## src/rtl/uart_tx_arbiter_if.sv

```systemverilog
// Producer/serializer bus for uart_tx_arbiter.
// slave: the arbiter side; master: the producers plus serializer side.
interface uart_tx_arbiter_if #(
    parameter int unsigned NUM_REQ = 4
) ();
    localparam int unsigned ID_W = (NUM_REQ > 1) ? $clog2(NUM_REQ) : 1;

    logic [NUM_REQ-1:0]   req_valid;
    logic [8*NUM_REQ-1:0] req_data;
    logic [NUM_REQ-1:0]   req_ready;
    logic [7:0]           tx_data;
    logic                 tx_start;
    logic                 tx_busy;
    logic [ID_W-1:0]      grant_id;

    modport slave (
        input  req_valid, req_data,
        output req_ready, tx_data, tx_start, tx_busy, grant_id
    );

    modport master (
        output req_valid, req_data,
        input  req_ready, tx_data, tx_start, tx_busy, grant_id
    );
endinterface

```

## src/rtl/uart_tx_arbiter.sv

```systemverilog
// uart_tx_arbiter: shares one 8N1 serializer between NUM_REQ byte producers.
// Grants one pending requester, launches its byte with a 1-cycle strobe, then
// holds off further launches until the frame (plus optional gap) has elapsed.
// Build option: UART_ARB_FIXED_PRI_EN selects lowest-index fixed priority
// instead of round-robin.
module uart_tx_arbiter #(
    parameter int unsigned NUM_REQ      = 4,
    parameter int unsigned FRAME_CYCLES = 10,
    parameter int unsigned GAP_CYCLES   = 0
) (
    input  logic              clk,
    input  logic              reset,
    uart_tx_arbiter_if.slave  bus
);
    localparam int unsigned ID_W  = (NUM_REQ > 1) ? $clog2(NUM_REQ) : 1;
    localparam int unsigned CNT_W = $clog2(FRAME_CYCLES);
    localparam int unsigned GCW   = 8;

    typedef enum logic [1:0] {IDLE, WAIT, GAP} state_e;

    state_e             state_q, state_d;
    logic [7:0]         tx_data_q, tx_data_d;
    logic               tx_start_q, tx_start_d;
    logic               tx_busy_q;
    logic [ID_W-1:0]    grant_q, grant_d;
    logic [CNT_W-1:0]   cnt_q, cnt_d;
    logic [GCW-1:0]     gcnt_q, gcnt_d;
`ifndef UART_ARB_FIXED_PRI_EN
    logic [ID_W-1:0]    rr_ptr_q, rr_ptr_d;
`endif

    logic               found;
    logic [ID_W-1:0]    win;
    logic [ID_W-1:0]    cand;
    logic [NUM_REQ-1:0] ready_c;
    logic [7:0]         req_bytes [NUM_REQ];

    // Unpack the flat data bus into per-requester bytes
    for (genvar g = 0; g < NUM_REQ; g++) begin : g_unpack
        assign req_bytes[g] = bus.req_data[8*g +: 8];
    end

    // Winner search: first valid requester starting at the priority origin
    always_comb begin
        found = 1'b0;
        win   = '0;
        cand  = '0;
        for (int unsigned k = 0; k < NUM_REQ; k++) begin
`ifdef UART_ARB_FIXED_PRI_EN
            cand = ID_W'(k);
`else
            cand = ID_W'((32'(rr_ptr_q) + k) % NUM_REQ);
`endif
            if (!found && bus.req_valid[cand]) begin
                found = 1'b1;
                win   = cand;
            end
        end
    end

    // Next-state and next-output logic
    always_comb begin
        state_d    = state_q;
        tx_data_d  = tx_data_q;
        tx_start_d = 1'b0;
        grant_d    = grant_q;
        cnt_d      = cnt_q;
        gcnt_d     = gcnt_q;
        ready_c    = '0;
`ifndef UART_ARB_FIXED_PRI_EN
        rr_ptr_d   = rr_ptr_q;
`endif
        case (state_q)
            IDLE: begin
                if (found) begin
                    ready_c    = NUM_REQ'(1) << win;
                    tx_data_d  = req_bytes[win];
                    tx_start_d = 1'b1;
                    grant_d    = win;
                    cnt_d      = CNT_W'(FRAME_CYCLES - 2);
                    state_d    = WAIT;
`ifndef UART_ARB_FIXED_PRI_EN
                    rr_ptr_d   = (win == ID_W'(NUM_REQ - 1)) ? '0 : win + 1'b1;
`endif
                end
            end
            WAIT: begin
                if (cnt_q == '0) begin
                    if (GAP_CYCLES > 0) begin
                        gcnt_d  = GCW'(GAP_CYCLES - 1);
                        state_d = GAP;
                    end else begin
                        state_d = IDLE;
                    end
                end else begin
                    cnt_d = cnt_q - 1'b1;
                end
            end
            GAP: begin
                if (gcnt_q == '0) begin
                    state_d = IDLE;
                end else begin
                    gcnt_d = gcnt_q - 1'b1;
                end
            end
            default: state_d = IDLE;
        endcase
    end

    // State and output registers; reset aborts any frame in flight
    always_ff @(posedge clk or negedge reset) begin
        if (!reset) begin
            state_q    <= IDLE;
            tx_data_q  <= '0;
            tx_start_q <= 1'b0;
            tx_busy_q  <= 1'b0;
            grant_q    <= '0;
            cnt_q      <= '0;
            gcnt_q     <= '0;
`ifndef UART_ARB_FIXED_PRI_EN
            rr_ptr_q   <= '0;
`endif
        end else begin
            state_q    <= state_d;
            tx_data_q  <= tx_data_d;
            tx_start_q <= tx_start_d;
            tx_busy_q  <= (state_d != IDLE);
            grant_q    <= grant_d;
            cnt_q      <= cnt_d;
            gcnt_q     <= gcnt_d;
`ifndef UART_ARB_FIXED_PRI_EN
            rr_ptr_q   <= rr_ptr_d;
`endif
        end
    end

    // Accept pulse is same-cycle; forced low while reset is asserted
    assign bus.req_ready = ready_c & {NUM_REQ{reset}};
    assign bus.tx_data   = tx_data_q;
    assign bus.tx_start  = tx_start_q;
    assign bus.tx_busy   = tx_busy_q;
    assign bus.grant_id  = grant_q;
endmodule

```

## src/flat_wrapper.sv

```systemverilog
// flat-port wrapper written by rule: the top's interface ports become plain ports
module uart_tx_arbiter_flat 
#(
    parameter int unsigned NUM_REQ      = 4,
    parameter int unsigned FRAME_CYCLES = 10,
    parameter int unsigned GAP_CYCLES   = 0
)
  (clk, reset, bus_req_valid, bus_req_data, bus_req_ready, bus_tx_data, bus_tx_start, bus_tx_busy, bus_grant_id);
  uart_tx_arbiter_if #(.NUM_REQ(NUM_REQ)) bus_i ();
  input  logic clk;
  input  logic reset;
  input wire logic [$bits(bus_i.req_valid)-1:0] bus_req_valid;
  input wire logic [$bits(bus_i.req_data)-1:0] bus_req_data;
  output wire logic [$bits(bus_i.req_ready)-1:0] bus_req_ready;
  output wire logic [$bits(bus_i.tx_data)-1:0] bus_tx_data;
  output wire logic [$bits(bus_i.tx_start)-1:0] bus_tx_start;
  output wire logic [$bits(bus_i.tx_busy)-1:0] bus_tx_busy;
  output wire logic [$bits(bus_i.grant_id)-1:0] bus_grant_id;
  assign bus_i.req_valid = bus_req_valid;
  assign bus_i.req_data = bus_req_data;
  assign bus_req_ready = bus_i.req_ready;
  assign bus_tx_data = bus_i.tx_data;
  assign bus_tx_start = bus_i.tx_start;
  assign bus_tx_busy = bus_i.tx_busy;
  assign bus_grant_id = bus_i.grant_id;
  uart_tx_arbiter #(.NUM_REQ(NUM_REQ), .FRAME_CYCLES(FRAME_CYCLES), .GAP_CYCLES(GAP_CYCLES)) u_core (.clk(clk), .reset(reset), .bus(bus_i));
endmodule
```

## config.mk

```make
export PLATFORM = sky130hd
export DESIGN_NAME = uart_tx_arbiter_flat
export DESIGN_NICKNAME = d
export VERILOG_FILES = /design/src/rtl/uart_tx_arbiter_if.sv /design/src/rtl/uart_tx_arbiter.sv /design/src/flat_wrapper.sv
export SDC_FILE = /design/constraint.sdc
export NUM_CORES = 1
export LEC_CHECK = 0
export ABC_CLOCK_PERIOD_IN_PS = 1800
export BUFFER_PORTS_ARGS = -buffer_cell sky130_fd_sc_hd__buf_2
export CAP_MARGIN = 20
export CORE_MARGIN = 2
export CORE_UTILIZATION = 44
export CTS_CLUSTER_SIZE = 12
export DETAILED_ROUTE_END_ITERATION = 12
export GPL_TIMING_DRIVEN = 0
export HOLD_SLACK_MARGIN = 0.05
export PLACE_DENSITY = 0.82
export SETUP_SLACK_MARGIN = 0.3
export SLEW_MARGIN = 30
export SYNTH_ARGS = -nofsm -noshare
export SYNTH_HDL_FRONTEND = slang
export SYNTH_SLANG_ARGS = --single-unit
export TNS_END_PERCENT = 50
```

## constraint.sdc

```tcl
create_clock -name clk -period 1.8 [get_ports clk]
set_input_delay 0.36 -clock clk [delete_from_list [all_inputs] [get_ports clk]]
set_output_delay 0.36 -clock clk [all_outputs]
set_load 0.03 [all_outputs]
```

=== After elaboration in Yosys (flattened, before gate mapping) ===
Cells that the tools add are included.

* Logic and storage cells: 73
* Register bits: 28
* Output and inout port bits: 16

* Order comparisons: 5
* Reduce and logical (&&, ||, !) cells: 14
* Multiplexer cells: 31
* Shift-type cells: 1
* Bitwise logic cells: 3
* Eq/ne operators: 5
* Add/sub/neg operators: 6

{| class="wikitable"
|+ Operators by type and width
! operator !! number
|-
| 8-bit binary-select mux with 2-bit select || 1
|-
| 2-bit 2-to-1 mux || 8
|-
| 4-bit 2-to-1 mux || 4
|-
| 8-bit 2-to-1 mux || 2
|-
| 2-bit by 3-bit less-than comparator with 1-bit output (second input constant) || 4
|-
| 1-bit 2-to-1 mux || 10
|-
| 1-bit binary-select mux with 2-bit select || 4
|-
| 8-bit logical NOT || 1
|-
| 4-bit case mux with 2 select lines || 1
|-
| 8-bit by 1-bit subtractor with 8-bit output (second input constant) || 1
|-
| 2-bit case mux with 3 select lines || 1
|-
| 2-bit by 1-bit adder with 2-bit output (second input constant) || 2
|-
| 2-bit adder (second input constant) || 2
|-
| 4-bit bitwise AND || 1
|-
| 2-bit == test (second input constant) || 2
|-
| 4-bit logical NOT || 1
|-
| 2-bit AND reduction || 2
|-
| 2-bit nonzero test || 2
|-
| 1-bit by 2-bit left shift with 4-bit output (first input constant) || 1
|-
| 4-bit by 1-bit subtractor with 4-bit output (second input constant) || 1
|-
| 3-bit greater-or-equal comparator (second input constant) || 1
|-
| 1-bit logical AND || 3
|-
| 1-bit logical NOT || 3
|-
| 2-bit inverter with 3-bit output || 1
|-
| 6 further kinds || 6
|}

=== Depth between registers and ports, before layout ===
* Depth after elaboration: 16
* Depth in mapped cells: 8
* Depth with buffers taken out: 7

=== Worst setup path before layout ===
OpenSTA, ideal clock, no wires.

* Path kind: register to output
* Start point: register u_core.rr_ptr_q[0]
* End point: output port bus_req_ready[2]
* Data arrival time: 2.084 ns
* Path slack: -0.644 ns
* Cell stages (with the launch flop): 7
* Path through: dfrtp_1 -> nor2b_1 -> nor4_4 -> nor2_2 -> buf_6 -> inv_2 -> nor4_1

* Longest elaborated chain between the ends: 16
* Elaborated cells between the ends (all ways): 29

{| class="wikitable"
|+ RTL lines
! what !! RTL line !! RTL
|-
| start: declaration || uart_tx_arbiter.sv:29 || <nowiki>logic [ID_W-1:0] rr_ptr_q, rr_ptr_d;</nowiki>
|-
| start signal: assignment || uart_tx_arbiter.sv:132 || <nowiki>rr_ptr_q <= rr_ptr_d;</nowiki>
|-
| parallel branches: the longest is 13 deep, another holds 2-bit by 1-bit adder with 2-bit output || n/a ||
|-
| 4-bit 2-to-1 mux (*) || uart_tx_arbiter.sv:75 || <nowiki>if (found) begin</nowiki>
|-
| 4-bit 2-to-1 mux (*) || uart_tx_arbiter.sv:73 || <nowiki>case (state_q)</nowiki>
|-
| 4-bit bitwise AND (*) || uart_tx_arbiter.sv:138 || <nowiki>assign bus.req_ready = ready_c & {NUM_REQ{reset}};</nowiki>
|-
| end: declaration || flat_wrapper.sv:14 || <nowiki>output wire logic [$bits(bus_i.req_ready)-1:0] bus_req_ready;</nowiki>
|}

Every way passes the cells marked *. The select of a mux whose other input is x is not followed.

=== Final worst setup path ===
* Start point: register u_core.rr_ptr_q[1]
* End point: output port bus_req_ready[3]

Same word-level chain as after synthesis.

==> out/qor.csv <==
metric;value;unit
met2 Use GR;36.18;%
Worst Path Max Fanout;6;
aggregate global routing overflow;0;
Max Slew Vio Count;0;
pin count of the biggest net entering global routing;31;
static leakage;1.179;nW
unrepaired setup endpoints after global routing;yes;
Worst Path Arrival;1.87;ns
Starting Density;46.33;%
met3 usage;3.521;%
Gate power share;58.1;%
via/cell ratio;5.471;
core area;3390;sq um
Nets;271;
Switch Pwr;0.001464;W
WS Path Type;reg -> out;
reg2reg path depth;8;
ys async rst share;100.0;%
Max IR drop VDD;0.0008884;V
type of the worst min-delay path;in -> async;
max_slew headroom;55.80;%
Post-Synthesis Cells;156;
ant diodes;0;
Final Skew;0.01022;ns
Sink Count;28;
largest area contributor in the netlist;dfrtp_1;
R2R Path Start;u_core.rr_ptr_q[1];
drt first pass iters;4;
gp weighted congestion;0.7674;
synthesis-to-layout area growth;54.90;%
die height;63.74;microns
Post-Route WL;4492;microns
share of post-route cells with drive strength above 1;57.02;%
post-synth design cell area;1570;sq um
failing checks;setup timing;
die area;4063;sq um
Max Fclk;0.4487;GHz
vias;1499;
R2R setup slack;-0.19;ns
Clock transition at path regs;0.16;ns
sw frac;42.71;%
DRT antenna net count;0;
Clock Power Share;12.1;%
port bufs;53;
CTS buffer count;3;
die width;63.74;microns
Int Pwr;0.001964;W
fin crit share;123.8;%
drt first-iter violations;72;
DRC errors left;0;
placed cell count;255;
Util after Layout;71.76;%
post-cts hold buffer count;0;
Worst Setup SP;u_core.rr_ptr_q[1];
Root Buffer;clkbuf_4;
top-area cell type share of the netlist area;44.62;%
Post-synth top cells;dfrtp_1 (28), nand2_1 (16), inv_1 (10), nand3_1 (10), o21ai_0 (9);
main area contributors after synthesis;dfrtp_1 (45%), mux2_4 (6.7%), a221o_1 (5.1%), nand2_1 (3.8%), ha_1 (3.2%);
GR peak layer;met2;
part of the Yosys area used for sequential elements;44.62;%
Worst Tran Pin Value;0.6630;ns
post-synth net total;198;
Design Power;0.003427;W
CP endpoint kind;primary output;
CTS tree;yes;
reg2reg end;u_core.bus.tx_data[3];
latest clock arrival within the worst-skew pair;0.34;ns
Post-synth EDFFs;0;
first-pass GRT wire length;6651;microns
Bufs on Longest Clock Path;2;
main flop type after synthesis;dfrtp_1;
M1 GR Usage;27.43;%
boundary pin count;54;
Tmin final;2.229;ns
Setup-failing EPs final;11;
Seq pwr share;29.8;%
antenna violations before repair;0;
Layout Cells excl Fill;274;
most common cell in the netlist;dfrtp_1;
Sum Neg Setup Slack;-2.886;ns
worst path required time;1.44;ns
PwrDens;1409;nW/um^2
DR WL/cell;16.39;microns
status;complete, but fails checks;
maxcap violations;0;
Overall Global Routing Usage;21.16;%
Setup crit start kind;register;
H-tree depth;1;
average cell area after synthesis;10.07;sq um
worst setup margin;-0.4289;ns
hold violation total from the final report;0;
Yosys cell types;37;
placement row count;21;
register bit total from synthesis;28;
Synth Warn #;0;
DP Wirelength;2768;microns
number of global-route vias before repair;1451;
how the worst max path moves through the flow:
stage / endpoint / slack [ns] / cells past startpoint
final: bus_req_ready[3] / -0.43 / 8
after global routing: bus_req_ready[3] / -0.52 / 8
after CTS: bus_req_ready[3] / -0.39 / 8
after detailed placement: bus_req_ready[3] / -0.52 / 9
after global placement: bus_req_ready[3] / -0.53 / 9
after floorplan: bus_req_ready[3] / -0.11 / 7
through the flow:
step                area [sq um]  setup slack (ns)  hold WS, ns
finish                      2432           -0.4289      0.02920
global route                2432           -0.5186      0.06189
CTS                         2261           -0.3917      0.05887
detailed placement          1999           -0.5216       0.4253
global placement            1999           -0.5278       0.4236
floorplan                   1677           -0.1059      0.06441
worst max-delay path: stages (launching register included):
cell	delay, ns
dfrtp_2	0.49
o21ai_4	0.10
a211oi_4	0.24
nor2_2	0.07
buf_8	0.14
inv_8	0.07
ha_4	0.12
and3_4	0.17
buf_6	0.13
cell usage in the layout, fill, tap and decap left out, types with 3 or more instances in the layout:
| cell type | n |
|---|---|
| a21oi_1 | 8 |
| a221o_1 | 8 |
| buf_2 | 49 |
| buf_4 | 13 |
| buf_6 | 6 |
| clkbuf_4 | 3 |
| dfrtp_1 | 25 |
| dfrtp_2 | 3 |
| inv_1 | 7 |
| inv_2 | 3 |
| mux2_4 | 8 |
| nand2_1 | 13 |
| nand3_1 | 8 |
| nor2_1 | 3 |
| nor2_2 | 3 |
| nor2b_4 | 3 |
| nor3_4 | 3 |
| nor4_4 | 3 |
| o21ai_0 | 8 |
| xor2_1 | 3 |
final cells by class:
cell class	count	area, sq um
sequential	28	704.4
inverter	12	60.06
timing repair buffer	68	426.7
clock inverter	1	30.03
buffer	4	58.81
multi-input combinational	112	1072
clock buffer	3	22.52
fill	218	957.2
tap	46	57.56
power groups by stage:
stage               Clock, W  Sequential [W]  Combinational [W]
floorplan                  0         0.00121           0.000950
global placement           0        0.000988            0.00151
detailed placement         0        0.000987            0.00155
CTS                 0.000409         0.00100            0.00177
global route        0.000449         0.00104            0.00213
finish              0.000416         0.00102            0.00199
flip-flops by register name, summed over array words and instances, names as in the netlist:
name                 flops
u_core.gcnt_q            8
u_core.bus.tx_data       8
u_core.cnt_q             4
u_core.state_q           2
u_core.bus.tx_start      1
u_core.rr_ptr_q          2
u_core.bus.tx_busy       1
u_core.bus.grant_id      2
per-layer routing:
layer / routed length [microns] / vias up
li1: - / 711
met1: 1915 / 722
met2: 2273 / 59
met3: 247 / 7
met4: 56 / 0
met5: 0 / -
timing repair:
item                       in CTS  in global routing
resized for setup              33                 30
setup buffers                   9                  6
setup endpoints to repair      28                 29
pin swaps                      12                 25
cells by family after synthesis:
family	after synthesis	share of synthesized area, %
multiplexers	9	8.048
AO/OA/AOI/OAI	40	18.33
buffers and inverters	16	4.383
flip-flops	28	44.62
AND/OR/NAND/NOR	52	17.53
adder cells (fa/ha/maj)	4	3.187
XOR/XNOR	7	3.904
(Power assumes the default switching activity.)
